===== config.mk =====
export PLATFORM = sky130hd
export DESIGN_NAME = pid_plant_port
export DESIGN_NICKNAME = d
export VERILOG_FILES = /design/src/rtl/pid_plant_port.sv
export SDC_FILE = /design/constraint.sdc
export NUM_CORES = 1
export LEC_CHECK = 0
export ABC_AREA = 0
export BUFFER_PORTS_ARGS = -buffer_cell sky130_fd_sc_hd__buf_2
export CAP_MARGIN = 15
export CORE_ASPECT_RATIO = 1.75
export CORE_MARGIN = 2
export CORE_UTILIZATION = 35
export DETAILED_ROUTE_END_ITERATION = 16
export HOLD_SLACK_MARGIN = 0.06
export SYNTH_ARGS = -nofsm -noshare
export SYNTH_HDL_FRONTEND = slang
export SYNTH_SLANG_ARGS = --single-unit

===== constraint.sdc =====
create_clock -name clk_pid -period 5.9 [get_ports clk_pid]
set_input_delay 0.295 -clock clk_pid [delete_from_list [all_inputs] [get_ports clk_pid]]
set_output_delay 0.295 -clock clk_pid [all_outputs]
set_load 0.05 [all_outputs]

===== src/rtl/pid_plant_port.sv =====
// Plant-side port for the time-multiplexed PID loop: quadrature position counters,
// per-channel setpoints, registered error readback and sign/magnitude PWM drivers.
module pid_plant_port #(
    parameter int aw = 1,
    parameter int an = 2**aw,
    parameter int ow = 12,
    parameter int ew = 24
) (
    input  logic            clk_pid,
    input  logic            reset,
    input  logic [aw-1:0]   a,
    input  logic            ce,
    input  logic [ow-1:0]   m_k_in,
    output logic [ew-1:0]   error,
    input  logic            setpoint_wr,
    input  logic [aw-1:0]   setpoint_addr,
    input  logic [ew-1:0]   setpoint_data,
    input  logic [an-1:0]   encoder_a,
    input  logic [an-1:0]   encoder_b,
    output logic [an-1:0]   pwm_out,
    output logic [an-1:0]   dir_out,
    output logic [an-1:0]   glitch
);

    // Last counter value of the PWM period (all ones minus one).
    localparam logic [ow-2:0] CNT_LAST = ~((ow-1)'(1));

    logic [an-1:0] r_a_s1;
    logic [an-1:0] r_a_s2;
    logic [an-1:0] r_b_s1;
    logic [an-1:0] r_b_s2;
    logic [an-1:0] r_a_prev;
    logic [an-1:0] r_b_prev;

    logic [ew-1:0] r_pos [an];
    logic [ew-1:0] r_sp  [an];
    logic [ew-1:0] r_error;
    logic [an-1:0] r_glitch;

    logic [ow-2:0] r_duty_sh  [an];
    logic [ow-2:0] r_duty_act [an];
    logic [an-1:0] r_dir_sh;
    logic [an-1:0] r_dir_act;
    logic [an-1:0] r_dir_out;
    logic [an-1:0] r_pwm;
    logic [ow-2:0] r_cnt;

    logic [an-1:0] w_up;
    logic [an-1:0] w_dn;
    logic [an-1:0] w_bad;
    logic [ow-1:0] w_abs;
    logic [ow-2:0] w_mag;
    logic          w_boundary;

    // Gray-code step decode from previous {A,B} to current {A,B}.
    always_comb begin
        w_up  = '0;
        w_dn  = '0;
        w_bad = '0;
        for (int ch = 0; ch < an; ch++) begin
            w_up[ch] = ({r_a_prev[ch], r_b_prev[ch], r_a_s2[ch], r_b_s2[ch]} == 4'b0001) ||
                       ({r_a_prev[ch], r_b_prev[ch], r_a_s2[ch], r_b_s2[ch]} == 4'b0111) ||
                       ({r_a_prev[ch], r_b_prev[ch], r_a_s2[ch], r_b_s2[ch]} == 4'b1110) ||
                       ({r_a_prev[ch], r_b_prev[ch], r_a_s2[ch], r_b_s2[ch]} == 4'b1000);
            w_dn[ch] = ({r_a_prev[ch], r_b_prev[ch], r_a_s2[ch], r_b_s2[ch]} == 4'b0100) ||
                       ({r_a_prev[ch], r_b_prev[ch], r_a_s2[ch], r_b_s2[ch]} == 4'b1101) ||
                       ({r_a_prev[ch], r_b_prev[ch], r_a_s2[ch], r_b_s2[ch]} == 4'b1011) ||
                       ({r_a_prev[ch], r_b_prev[ch], r_a_s2[ch], r_b_s2[ch]} == 4'b0010);
            w_bad[ch] = (r_a_prev[ch] != r_a_s2[ch]) && (r_b_prev[ch] != r_b_s2[ch]);
        end
    end

    // Magnitude of the most negative input saturates to full duty.
    always_comb begin
        w_abs = m_k_in[ow-1] ? (~m_k_in + 1'b1) : m_k_in;
        w_mag = w_abs[ow-1] ? '1 : w_abs[ow-2:0];
    end

    assign w_boundary = (r_cnt == CNT_LAST);

    always_ff @(posedge clk_pid) begin
        if (reset) begin
            r_a_s1   <= '0;
            r_a_s2   <= '0;
            r_b_s1   <= '0;
            r_b_s2   <= '0;
            r_a_prev <= '0;
            r_b_prev <= '0;
        end else begin
            r_a_s1   <= encoder_a;
            r_a_s2   <= r_a_s1;
            r_b_s1   <= encoder_b;
            r_b_s2   <= r_b_s1;
            r_a_prev <= r_a_s2;
            r_b_prev <= r_b_s2;
        end
    end

    always_ff @(posedge clk_pid) begin
        if (reset) begin
            for (int ch = 0; ch < an; ch++) begin
                r_pos[ch] <= '0;
                r_sp[ch]  <= '0;
            end
            r_glitch <= '0;
            r_error  <= '0;
        end else begin
            for (int ch = 0; ch < an; ch++) begin
                if (w_up[ch]) begin
                    r_pos[ch] <= r_pos[ch] + ew'(1);
                end else if (w_dn[ch]) begin
                    r_pos[ch] <= r_pos[ch] - ew'(1);
                end
                // A glitch seen in the same cycle as the clearing write must survive.
                if (w_bad[ch]) begin
                    r_glitch[ch] <= 1'b1;
                end else if (setpoint_wr && (setpoint_addr == aw'(ch))) begin
                    r_glitch[ch] <= 1'b0;
                end
            end
            if (setpoint_wr) begin
                r_sp[setpoint_addr] <= setpoint_data;
            end
            r_error <= r_sp[a] - r_pos[a];
        end
    end

    always_ff @(posedge clk_pid) begin
        if (reset) begin
            for (int ch = 0; ch < an; ch++) begin
                r_duty_sh[ch]  <= '0;
                r_duty_act[ch] <= '0;
            end
            r_dir_sh  <= '0;
            r_dir_act <= '0;
            r_dir_out <= '0;
            r_pwm     <= '0;
            r_cnt     <= '0;
        end else begin
            if (ce) begin
                r_dir_sh[a]  <= m_k_in[ow-1];
                r_duty_sh[a] <= w_mag;
            end
            r_cnt <= w_boundary ? '0 : r_cnt + 1'b1;
            // Active registers take the shadow values as they stood before any same-cycle ce.
            if (w_boundary) begin
                for (int ch = 0; ch < an; ch++) begin
                    r_duty_act[ch] <= r_duty_sh[ch];
                end
                r_dir_act <= r_dir_sh;
            end
            for (int ch = 0; ch < an; ch++) begin
                r_pwm[ch] <= (r_cnt < r_duty_act[ch]);
            end
            r_dir_out <= r_dir_act;
        end
    end

    assign error   = r_error;
    assign glitch  = r_glitch;
    assign pwm_out = r_pwm;
    assign dir_out = r_dir_out;

endmodule


==> metrics <==
Max Root-Sink Buffers 2; CP max stage delay 0.69 ns; PwrDens 316 nW/um2; core area between 30000 and 40000 um2; Post-synth top cells edfxtp_1, nor2_1, nand2_1, ha_1, a21oi_1; IO buf count 75; Worst EP required 6.21 ns; Post-DP HPWL between 20 and 25 mm; fill cell count approximately 3200; Stages on worst setup path 10; cell count after synthesis about 1200; initial core utilization 0.353; critical path cell sequence xor2_1, nor3_2, ha_1, a21o_1, a31oi_1, o21ai_0, a211oi_1, a211oi_1, o22ai_1, mux2i_1; Lkg Pwr around 5.4 nW; Slew HR 0.366; Synth Net Count 1268; Final Cycle Share 0.617; f_max 0.275 GHz; FF-to-FF Start r_b_s2[0]; CTS buffer count 17; clk_lat worst skew around 0.46 ns; worst min path class in2reg; I/O pin count 76; Hold-fix buffers, CTS 2; hold endpoint r_a_s1[0]; routability cong. 0.872; Syn-to-layout area delta 12.2%; Die ar. roughly 35000 um2; Yosys top cell area share 0.364; RR Endpoint r_pos[0][22]; vias in the first global route ~8800; Routed wire per std cell ~19 um; max cap viols 0; drt via density 5.39; Ant. Diodes 0; via count 8736; Post-CTS Setup Repair Bufs 0; Buf/Inv on CP 0; GRT Total Usage 0.178; r2r setup slk 2.26 ns; Yosys Warn Count 0; final setup fails 0; DRT iter0 DRCs approximately 540; Peak supply drop just over 0.0002 V; share of post-route cells with drive strength above 1 0.137; Die Y approximately 240 um; drt pass-1 iters 5; Worst-Margin Slew roughly 0.95 ns; leading area contributor after synthesis edfxtp_1; FF-to-FF path depth 10; largest net degree at the start of global routing between 40 and 50; cts repair resizes 0; Arr. time, crit path 3.95 ns; CTS tree done; critical path class reg2reg; fin crit period ~3.6 ns; Die Wd about 140 um; Finished Core Util 0.396; Synth Cell Area between 10000 and 15000 um2; Root Buffer clkbuf_16; Post-synth EDFFs 140; distinct cell type count after synthesis between 60 and 70; most common cell in the synthesized netlist edfxtp_1; CTS Sinks around 200; largest cells by area after synthesis edfxtp_1, dfxtp_1, ha_1; skew final about 0.011 ns; Critical-path top delay cell nor3_2; Final Max Tran Viols 0; WHS Path Cells 2; initial antenna violation count 0; RSZ-0062 raised after global routing no; Avg Cell Area, Syn ~10 um2; flop and latch count out of synthesis approximately 200; final net count 1320; Layout Cells excl Fill between 1500 and 2000; Seq/Total Area, Yosys 0.463; global-route wire length before repair between 40 and 50 mm; drt drc 0; total grt overflow 0; Top delay family on crit path compound AO/OA/AOI/OAI gates; crit path capture type register; TNS Setup 0 ns; Top FF cell, synth edfxtp_1; crit-path max FO 12; number of core rows slightly below 90; Critical Path Most Common Cell a211oi_1; dpl cells roughly 1600; hold_sp encoder_a[0]; H-tree lvl count 4; Final ANT Viol Nets 0; Final Routed Wirelength roughly 30 mm; Hold Fails Final Rpt 0; Worst-path clk slew ~0.080 ns; Startpoint Class register; status complete, no violations; fraction of registers with async set/reset 0
-- flip-flops by register name, summed over array words and instances (netlist names), 11 cells and up --
register,cells
r_sp,48
r_duty_act,22
r_pos,48
error,24
r_duty_sh,22
r_cnt,11
-- through the flow --
| stage | worst slack [ns] | instance area [um2] | power, mW | hold WS (ns) |
|---|---|---|---|---|
| after CTS | 2.22 | 12900 | 4.12 | 0.0604 |
| after global placement | 2.05 | 12300 | 2.89 | 0.445 |
| after detailed placement | 1.98 | 12300 | 2.90 | 0.447 |
| after global routing | 1.95 | 13000 | 4.30 | 0.0858 |
| after floorplan | 1.78 | 11500 | 2.58 | 0.414 |
| final | 2.26 | 13000 | 4.10 | 0.0701 |
-- power by group --
group | switching [mW] | total, mW | internal [mW]
combinational | 0.710 | 1.09 | 0.379
sequential | 0.138 | 1.79 | 1.65
clock | 0.588 | 1.22 | 0.630
-- placed cells by master, fill, tap and decap left out, types with 4 or more instances in the layout --
master	netlist	final
or3_1	8	8
ha_1	70	70
nand2_1	74	74
a21oi_1	66	66
a31oi_1	12	12
inv_8	0	4
xnor2_1	31	31
nor2b_1	24	24
nor2_1	108	108
a21o_1	33	33
or2_2	5	5
inv_1	54	54
mux2_2	25	25
nor4_1	5	5
nand3_1	35	35
mux2i_1	32	32
edfxtp_1	140	140
o22ai_1	14	14
nand4_1	8	8
a211oi_1	18	18
o31ai_1	5	5
dfxtp_1	57	57
and2_1	53	53
a22oi_1	5	5
o21bai_1	5	5
o22a_1	5	5
o21a_1	5	5
nand2b_1	14	14
nor3b_1	5	5
nor3_1	22	20
xor2_1	24	24
o21ai_0	38	38
o211ai_1	6	6
clkbuf_16	0	18
buf_2	7	75
buf_4	0	9
and3_1	35	35
nor3_2	4	6
a221oi_1	7	7
-- worst register-to-register path, cell delays in order (launching register included) --
cell	delay [ns]
dfxtp_1	0.34
xor2_1	0.18
nor3_2	0.69
ha_1	0.46
a21o_1	0.21
a31oi_1	0.20
o21ai_0	0.10
a211oi_1	0.67
a211oi_1	0.21
o22ai_1	0.23
mux2i_1	0.20
-- layer usage --
layer	part of all wire	global-route usage
met5	0	0
met3	0.030	0.0270
met4	0.078	0.134
met2	0.53	0.326
met1	0.36	0.179
-- cell type report --
| class | count | area [um2] | share of cell area |
|---|---|---|---|
| clock buffer | 19 | 454 | 0.0351 |
| clock inverter | 13 | 155 | 0.0120 |
| inverter | 54 | 203 | 0.0156 |
| multi-input combinational | 844 | 5780 | 0.446 |
| sequential | 197 | 5350 | 0.413 |
| tap | 405 | 507 | 0.0391 |
| timing repair buffer | 88 | 518 | 0.0400 |
-- how the worst max path moves through the flow --
| stage | startpoint | end | slack [ns] |
|---|---|---|---|
| after floorplan | reset | r_pos[0][16] | 1.78 |
| after global placement | a | error[17] | 2.05 |
| after detailed placement | a | error[17] | 1.98 |
| after CTS | r_a_s2[0] | r_pos[0][16] | 2.22 |
| after global routing | r_b_s2[0] | r_pos[0][16] | 1.95 |
| final | r_b_s2[0] | r_pos[0][22] | 2.26 |
-- logic make-up after synthesis --
kind of cell	share of synthesized area
DFF	0.463
AOI/OAI and AO/OA	0.135
muxes	0.0521
adders and majority gates	0.0793
buffers and inverters	0.0375
and+or+nand+nor	0.192
xor gates and xnor gates	0.0417
(Power assumes the default switching activity.)
